--- config.mk ---
export PLATFORM = sky130hd
export DESIGN_NAME = ro_freq_meter
export DESIGN_NICKNAME = d
export VERILOG_FILES = /design/src/rtl/ro_meas_pkg.sv /design/src/rtl/ro_edge_sync.sv /design/src/rtl/ro_freq_meter.sv
export SDC_FILE = /design/constraint.sdc
export NUM_CORES = 1
export LEC_CHECK = 0
export ABC_AREA = 1
export BUFFER_PORTS_ARGS = -buffer_cell sky130_fd_sc_hd__buf_4
export CAP_MARGIN = 0
export CORE_MARGIN = 10
export CORE_UTILIZATION = 43
export DETAILED_ROUTE_END_ITERATION = 8
export GPL_TIMING_DRIVEN = 0
export MAX_ROUTING_LAYER = met4
export SLEW_MARGIN = 20
export SYNTH_ARGS = -nofsm -noshare
export SYNTH_HDL_FRONTEND = slang
export SYNTH_SLANG_ARGS = --single-unit
--- constraint.sdc ---
create_clock -name clk -period 7.3 [get_ports clk]
set_clock_uncertainty 0.05 [all_clocks]
set_input_delay 0.365 -clock clk [delete_from_list [all_inputs] [get_ports clk]]
set_output_delay 0.365 -clock clk [all_outputs]
set_load 0.1 [all_outputs]
--- src/rtl/ro_meas_pkg.sv ---
// Shared definitions for the ring-oscillator frequency meter.
//   meas_state_e : measurement FSM states
//   DEF_*        : default widths and depths
//   sat_add      : increment-by-one that sticks at a caller-supplied ceiling
package ro_meas_pkg;

  typedef enum logic [1:0] {
    IDLE    = 2'd0,
    MEASURE = 2'd1,
    LATCH   = 2'd2
  } meas_state_e;

  localparam int DEF_NUM_CH   = 8;
  localparam int DEF_CNT_W    = 32;
  localparam int DEF_WIN_W    = 32;
  localparam int DEF_SYNC_STG = 2;

  // Operands are widened to 64 bits so one function serves every counter width;
  // callers pass their all-ones value as max_val and truncate the result.
  function automatic logic [63:0] sat_add(input logic [63:0] val,
                                          input logic [63:0] max_val,
                                          input logic        inc);
    if (inc && (val != max_val)) return val + 64'd1;
    return val;
  endfunction

endpackage

--- src/rtl/ro_edge_sync.sv ---
// Single-channel synchronizer and rising-edge detector for one RO input.
// Ports:
//   clk, reset  : system clock, synchronous active-high reset
//   ro_async    : asynchronous (pre-divided) ring-oscillator signal
//   edge_pulse  : one clk-wide pulse per rising edge of ro_async
module ro_edge_sync #(
  parameter int SYNC_STG = 2
) (
  input  logic clk,
  input  logic reset,
  input  logic ro_async,
  output logic edge_pulse
);

  logic [SYNC_STG-1:0] sync_p0;
  logic                prev_p1;

  always_ff @(posedge clk) begin
    if (reset) begin
      sync_p0 <= '0;
      prev_p1 <= 1'b0;
    end else begin
      // stage 0: metastability chain, bit 0 faces the asynchronous input
      sync_p0 <= {sync_p0[SYNC_STG-2:0], ro_async};
      // stage 1: delayed copy of the settled level for edge detection
      prev_p1 <= sync_p0[SYNC_STG-1];
    end
  end

  assign edge_pulse = sync_p0[SYNC_STG-1] & ~prev_p1;

endmodule

--- src/rtl/ro_freq_meter.sv ---
// Multi-channel ring-oscillator frequency meter. Counts rising edges of each
// RO input over a programmable gate window and publishes all channel counts
// as one snapshot over a valid/ready handshake.
// Ports:
//   clk, reset   : system clock, synchronous active-high reset
//   ro_in        : asynchronous RO inputs, one per channel
//   ch_en        : channel enable mask, captured at window start
//   win_len      : gate length in clk cycles (0 behaves as 1), captured at start
//   mode_cont    : 1 = back-to-back windows, 0 = single shot
//   start, stop  : start pulse (IDLE only) / abort to IDLE without snapshot
//   pause        : freezes the window counter and edge counting
//   freq, sat    : snapshot counts (ch i at [i*CNT_W +: CNT_W]) and saturation flags
//   freq_valid   : snapshot available, freq_ready : consumer accepts it
//   overrun      : sticky, a snapshot was dropped because the previous one was pending
//   busy         : not IDLE
module ro_freq_meter
  import ro_meas_pkg::*;
#(
  parameter int NUM_CH   = DEF_NUM_CH,
  parameter int CNT_W    = DEF_CNT_W,
  parameter int WIN_W    = DEF_WIN_W,
  parameter int SYNC_STG = DEF_SYNC_STG
) (
  input  logic                    clk,
  input  logic                    reset,
  input  logic [NUM_CH-1:0]       ro_in,
  input  logic [NUM_CH-1:0]       ch_en,
  input  logic [WIN_W-1:0]        win_len,
  input  logic                    mode_cont,
  input  logic                    start,
  input  logic                    stop,
  input  logic                    pause,
  output logic [NUM_CH*CNT_W-1:0] freq,
  output logic [NUM_CH-1:0]       sat,
  output logic                    freq_valid,
  input  logic                    freq_ready,
  output logic                    overrun,
  output logic                    busy
);

  localparam logic [CNT_W-1:0] CNT_MAX = '1;

  meas_state_e       state;
  logic [WIN_W-1:0]  win_cnt;
  logic [WIN_W-1:0]  win_load;
  logic [NUM_CH-1:0] en_q;
  logic [NUM_CH-1:0] pulse;
  logic [CNT_W-1:0]  cnt [NUM_CH];

  function automatic logic [CNT_W-1:0] cnt_step(input logic [CNT_W-1:0] v,
                                                input logic             inc);
    return CNT_W'(sat_add(64'(v), 64'(CNT_MAX), inc));
  endfunction

  // A zero-length window is stretched to one cycle so the FSM always terminates.
  assign win_load = (win_len == '0) ? {{(WIN_W-1){1'b0}}, 1'b1} : win_len;
  assign busy     = (state != IDLE);

  // edge path: synchronizer + rising-edge detector per channel
  for (genvar g = 0; g < NUM_CH; g++) begin : g_ch
    ro_edge_sync #(.SYNC_STG(SYNC_STG)) u_sync (
      .clk        (clk),
      .reset      (reset),
      .ro_async   (ro_in[g]),
      .edge_pulse (pulse[g])
    );
  end

  // control + counting: FSM, gate window, saturating counters, snapshot regs
  always_ff @(posedge clk) begin
    if (reset) begin
      state      <= IDLE;
      win_cnt    <= '0;
      en_q       <= '0;
      freq       <= '0;
      sat        <= '0;
      freq_valid <= 1'b0;
      overrun    <= 1'b0;
      for (int i = 0; i < NUM_CH; i++) cnt[i] <= '0;
    end else begin
      // Consumer handshake; a LATCH below may re-assert valid in the same cycle.
      if (freq_valid && freq_ready) freq_valid <= 1'b0;

      if (stop) begin
        state <= IDLE;
      end else begin
        case (state)
          IDLE: begin
            if (start) begin
              win_cnt <= win_load;
              en_q    <= ch_en;
              for (int i = 0; i < NUM_CH; i++) cnt[i] <= '0;
              state   <= MEASURE;
            end
          end
          MEASURE: begin
            if (!pause) begin
              win_cnt <= win_cnt - 1'b1;
              for (int i = 0; i < NUM_CH; i++)
                if (en_q[i]) cnt[i] <= cnt_step(cnt[i], pulse[i]);
              if (win_cnt == {{(WIN_W-1){1'b0}}, 1'b1}) state <= LATCH;
            end
          end
          LATCH: begin
            // Only overwrite the snapshot if the consumer is not still holding it.
            if (!freq_valid || freq_ready) begin
              for (int i = 0; i < NUM_CH; i++) begin
                freq[i*CNT_W +: CNT_W] <= cnt[i];
                sat[i]                 <= (cnt[i] == CNT_MAX);
              end
              freq_valid <= 1'b1;
            end else begin
              overrun <= 1'b1;
            end
            if (mode_cont) begin
              win_cnt <= win_load;
              en_q    <= ch_en;
              for (int i = 0; i < NUM_CH; i++) cnt[i] <= '0;
              state   <= MEASURE;
            end else begin
              state <= IDLE;
            end
          end
          default: state <= IDLE;
        endcase
      end
    end
  end

endmodule

After elaboration in Yosys (flattened, before gate mapping)
Memory sizes are Yosys's and may differ from the RTL's.
Index checks and enable logic that the tools add are counted.
- bits in registers: 332
- RAM bits: 256
- input port bits: 55
- output and inout port bits: 267
- logic and storage cells: 325
- memories kept: 1
- memories (name ; words ; width ; read ports ; clocked after Yosys merged registers in ; wr ports ; RTL line ; source):
    cnt ; 8 ; 32 ; 8 ; 0 ; 8 ; ro_freq_meter.sv:48 ; logic [CNT_W-1:0] cnt [NUM_CH];
- $add $sub $neg: 9
- eq/ne operators: 23
- mux-type cells: 205
- bitwise operators: 42
- reductions and logical operators: 22
- operator list (cell ; count):
    $mux W32 ; 84
    $add A32 B1 Y32 const B ; 8
    $eq A32 B32 Y1 const B ; 8
    $ne A32 B32 Y1 const B ; 8
    $mux W1 ; 113
    $pmux W32 S3 ; 1
    $eq A32 B1 Y1 const B ; 1
    $logic_not A32 Y1 ; 1
    $sub A32 B1 Y32 const B ; 1
    $or A1 B1 Y1 ; 24
    $mux W8 ; 2
    $pmux W8 S2 ; 1
    $not A1 Y1 ; 10
    $logic_and A1 B1 Y1 ; 9
    $reduce_and A3 Y1 ; 3
    $and A1 B1 Y1 ; 8
    $ne A2 B2 Y1 const B ; 4
    $mux W2 ; 3
    $pmux W2 S3 ; 1
    $reduce_and A5 Y1 ; 1
    $reduce_and A4 Y1 ; 1
    $reduce_bool A2 Y1 ; 2
    $reduce_bool A3 Y1 ; 1
    $eq A2 B1 Y1 const B ; 1
    other kinds (5) ; 5

Logic depth before layout (Yosys ltp)
- depth after elaboration: 17
- mapped depth: 13
- gate-level depth less buffers: 13

Modules after synthesis
From an unflattened synthesis, not the netlist that was laid out.
- cells, all modules: 4101
- area total of the unflattened synthesis: 28765.1 um2
- modules (own cells, without submodules) (module ; instances ; cells each ; area an instance (um2) ; seq. area each (um2)):
    ro_freq_meter ; 1 ; 4021 ; 28074.4 ; 12572.1
    ro_edge_sync ; 8 ; 10 ; 86.3 ; 60.1

Worst setup path after synthesis
OpenSTA, ideal clock, no wires.
- path kind: in2reg
- start: input reset
- end: memory cnt[0][32] in the netlist's numbering (enable)
- setup time: 0.422 ns
- data arrival time: 2.691 ns
- required time: 6.828 ns
- setup slack: 4.138 ns
- stages: 9
- path buffers: 1
- cell sequence: buf_2 nor2_4 nand3_1 nand2_1 inv_1 nand4_1 or2_2 nand2_1 nor2_1
- RTL lines (what ; RTL line ; source):
    start: declaration ; ro_freq_meter.sv:25 ; input logic reset,
    end: declaration ; ro_freq_meter.sv:48 ;

==> results.ini <==
[clock_network]
cts_tree = built
postCtsSetupBuffers = 0
htreeDepth = 3
cts_buffer_depth = 3
numCtsBuffers = 69
clock_latency_ns = 0.61
cts_root_buffer = clkbuf_16
clkSinkCount = 588
cts.clk_slew.worst_paths_ns = 0.06

[setup_path]
worst-path-buf-inv = 3
end_kind = flop
crit_top_cell = nor2_1
path_cells = inv_2, nor2_1, nand3_1, inv_1, nor2_1, clkbuf_1, nand2_2
arrival_ns = 3.99
start_kind = flop
cp_slowest_stage_delay_ns = 0.82
path_delay_family = simple AND/OR/NAND/NOR gates
critPathKind = reg -> reg
cp_slowest_cell = clkbuf_1
required_ns = 7.40
cp_max_fo = 32

[floorplanning]
die_area_um2 = 78100
die_w_um = 279
coreArea_um2 = 66900
num_io_pins = 322
die_h_um = 279
initial_utilization = 0.433
fp-row-count = 95

[synth]
postSynthCellCount = 4205
synthArstFlopShare = 0
synth_edf_count = 128
ys_seq_area_frac = 0.451
synth_nets = 4270
syn_area_um2 = 29000
synth-main-ff-cell = dfxtp_1
ys_warn_count = 0
synth_cell_types = 45
ys_ff_latch = 588
syn_avg_cell_area_um2 = 6.89

[route]
wirelength_mm = 102
ant_nets = 0
post-route-drc-count = 0
num_vias = 28700
wire_per_inst_um = 18.4
dr.pass1.iters = 5
drtIter0Drc = 2234
avgViaCountPerCell = 5.18

[pwr]
p_per_area_nw_per_um2 = 218
peakVddDrop_uv = 132
power.leakage_nw = 14.1

[global_routing]
grt_antenna_before_repair = 4
grt_pass1_vias = 27100
grt_usage = 0.261
grt_pass1_wl_mm = 157
grt_overflow = 0
grt_max_degree = 33

[cells_and_area]
syn_to_final_growth_pct = 21.2
final_cell_area_um2 = 35100
final_common_cell = nor2_1
nFillCells = 6827
seqCellArea_um2 = 13100
nets = 4678
layout_common_cells = nor2_1 (917), nand2_1 (914), dfxtp_1 (460)
fin_util = 0.525
multiInputGateArea_um2 = 13900
drive_gt1_frac = 0.115

[sta]
setup_tns_ns = 0
hold_ws_ns = 0.0334
hold_viol = 0
final.min_clock_period_ns = 3.89
tightest_slew_ns = 1.00
period_share = 0.533
fmax_mhz = 257
slew_headroom = 0.333
setup_viol_count_final = 0
slew_violations = 0
rsz0062_at_grt = no

[placement]
dp_hpwl_mm = 76.8
dpl_cell_area_um2 = 32500
portBuffers = 320
gp_congestion = 0.964

[flow_run]
drv_cap = 0

[min_path]
hold_class = in -> reg

[status]
outcome = complete, no violations

## layer usage
metal	up-vias	wire [um]	GRT usage
li1	14500	-	-
met1	13300	45700	0.334
met2	793	46000	0.406
met3	158	7390	0.0543
met4	0	3070	0.0857
met5	-	0	-
## power breakdown
| group | internal, W | switching, W |
|---|---|---|
| clock network | 0.00226 | 0.00144 |
| registers | 0.00340 | 0.0000868 |
| logic | 0.000141 | 0.000321 |
| total | 0.00580 | 0.00185 |
## synth_stat cells, types with 5 or more instances
| master | instances | area share |
|---|---|---|
| dfxtp_1 | 460 | 0.32 |
| edfxtp_1 | 128 | 0.13 |
| o21bai_1 | 11 | 0.0029 |
| nor2_1 | 918 | 0.12 |
| nor2_4 | 5 | 0.0019 |
| or2_2 | 27 | 0.0058 |
| ha_1 | 10 | 0.0043 |
| and3_1 | 6 | 0.0013 |
| inv_1 | 335 | 0.043 |
| xnor2_1 | 26 | 0.0079 |
| nand3_1 | 239 | 0.041 |
| a31oi_1 | 12 | 0.0026 |
| nor3_1 | 60 | 0.010 |
| nand3b_1 | 15 | 0.0039 |
| nand4_1 | 52 | 0.011 |
| clkbuf_1 | 128 | 0.017 |
| nor3b_1 | 19 | 0.0049 |
| nand2_2 | 7 | 0.0015 |
| inv_2 | 9 | 0.0012 |
| buf_1 | 13 | 0.0017 |
| xor2_1 | 30 | 0.0091 |
| a21oi_1 | 360 | 0.062 |
| buf_2 | 21 | 0.0036 |
| o21ai_0 | 360 | 0.062 |
| nand2_1 | 915 | 0.12 |
## layout make-up
cell class                 count  area share
antenna                        3    0.000214
buffer                       169      0.0199
clock buffer                  97      0.0586
clock inverter                30      0.0107
inverter                     345      0.0369
multi-input combinational   3103       0.397
sequential                   588       0.372
tap                          873      0.0311
timing repair buffer         337      0.0741
## registers in the layout (all words and copies together), names as in the netlist
register	flops
g_ch.u_sync.sync_p0	16
freq_valid	1
overrun	1
cnt	256
freq	256
g_ch.u_sync.prev_p1	8
sat	8
win_cnt	32
state	2
en_q	8
## kinds of logic (layout without fill, tap and decap cells)
kind of cell | count (synthesis) | in the layout | synth area share
AND/OR/NAND/NOR | 2279 | 2279 | 0.326
AO/OA/AOI/OAI | 758 | 758 | 0.134
flip-flops | 588 | 588 | 0.451
adder cells (fa/ha/maj) | 10 | 10 | 0.00432
XOR/XNOR | 56 | 56 | 0.0169
other | 0 | 3 | 0
buffers and inverters | 514 | 978 | 0.0687
## repair_timing
action | CTS | global route
hold endpoints to repair | 15 | 0
hold buffers | 15 | 0
resized for setup | 0 | 0
## final timing paths
kind	start	end	slack, ns	depth (start not counted)
worst max-delay path	state[1]$_SDFFE_PP0P_	cnt[1][18]$_SDFFCE_PN0P_	3.41	7
worst min-delay path	win_len[13]	win_cnt[13]$_SDFFE_PP0P_	0.03	3
worst max register to register	state[1]$_SDFFE_PP0P_	cnt[1][18]$_SDFFCE_PN0P_	3.41	7
worst min register to register	g_ch[6].u_sync.sync_p0[0]$_SDFF_PP0_	g_ch[6].u_sync.sync_p0[1]$_SDFF_PP0_	0.35	2
## worst min-delay path: stages
cell     delay, ns
buf_4         0.08
a21oi_1       0.06
a21oi_1       0.13
## through the flow
stage / power [W] / worst slack (ns) / instances
6_report: 0.00765 / 3.41 / 5545
5_1_grt: 0.00790 / 3.29 / 5544
4_1_cts: 0.00771 / 3.47 / 5542
3_5_place_dp: 0.00400 / 3.23 / 5400
3_3_place_gp: 0.00400 / 2.55 / 5398
2_1_floorplan: 0.00382 / 4.14 / 4205
No activity file was read; power rests on OpenSTA's default activity.
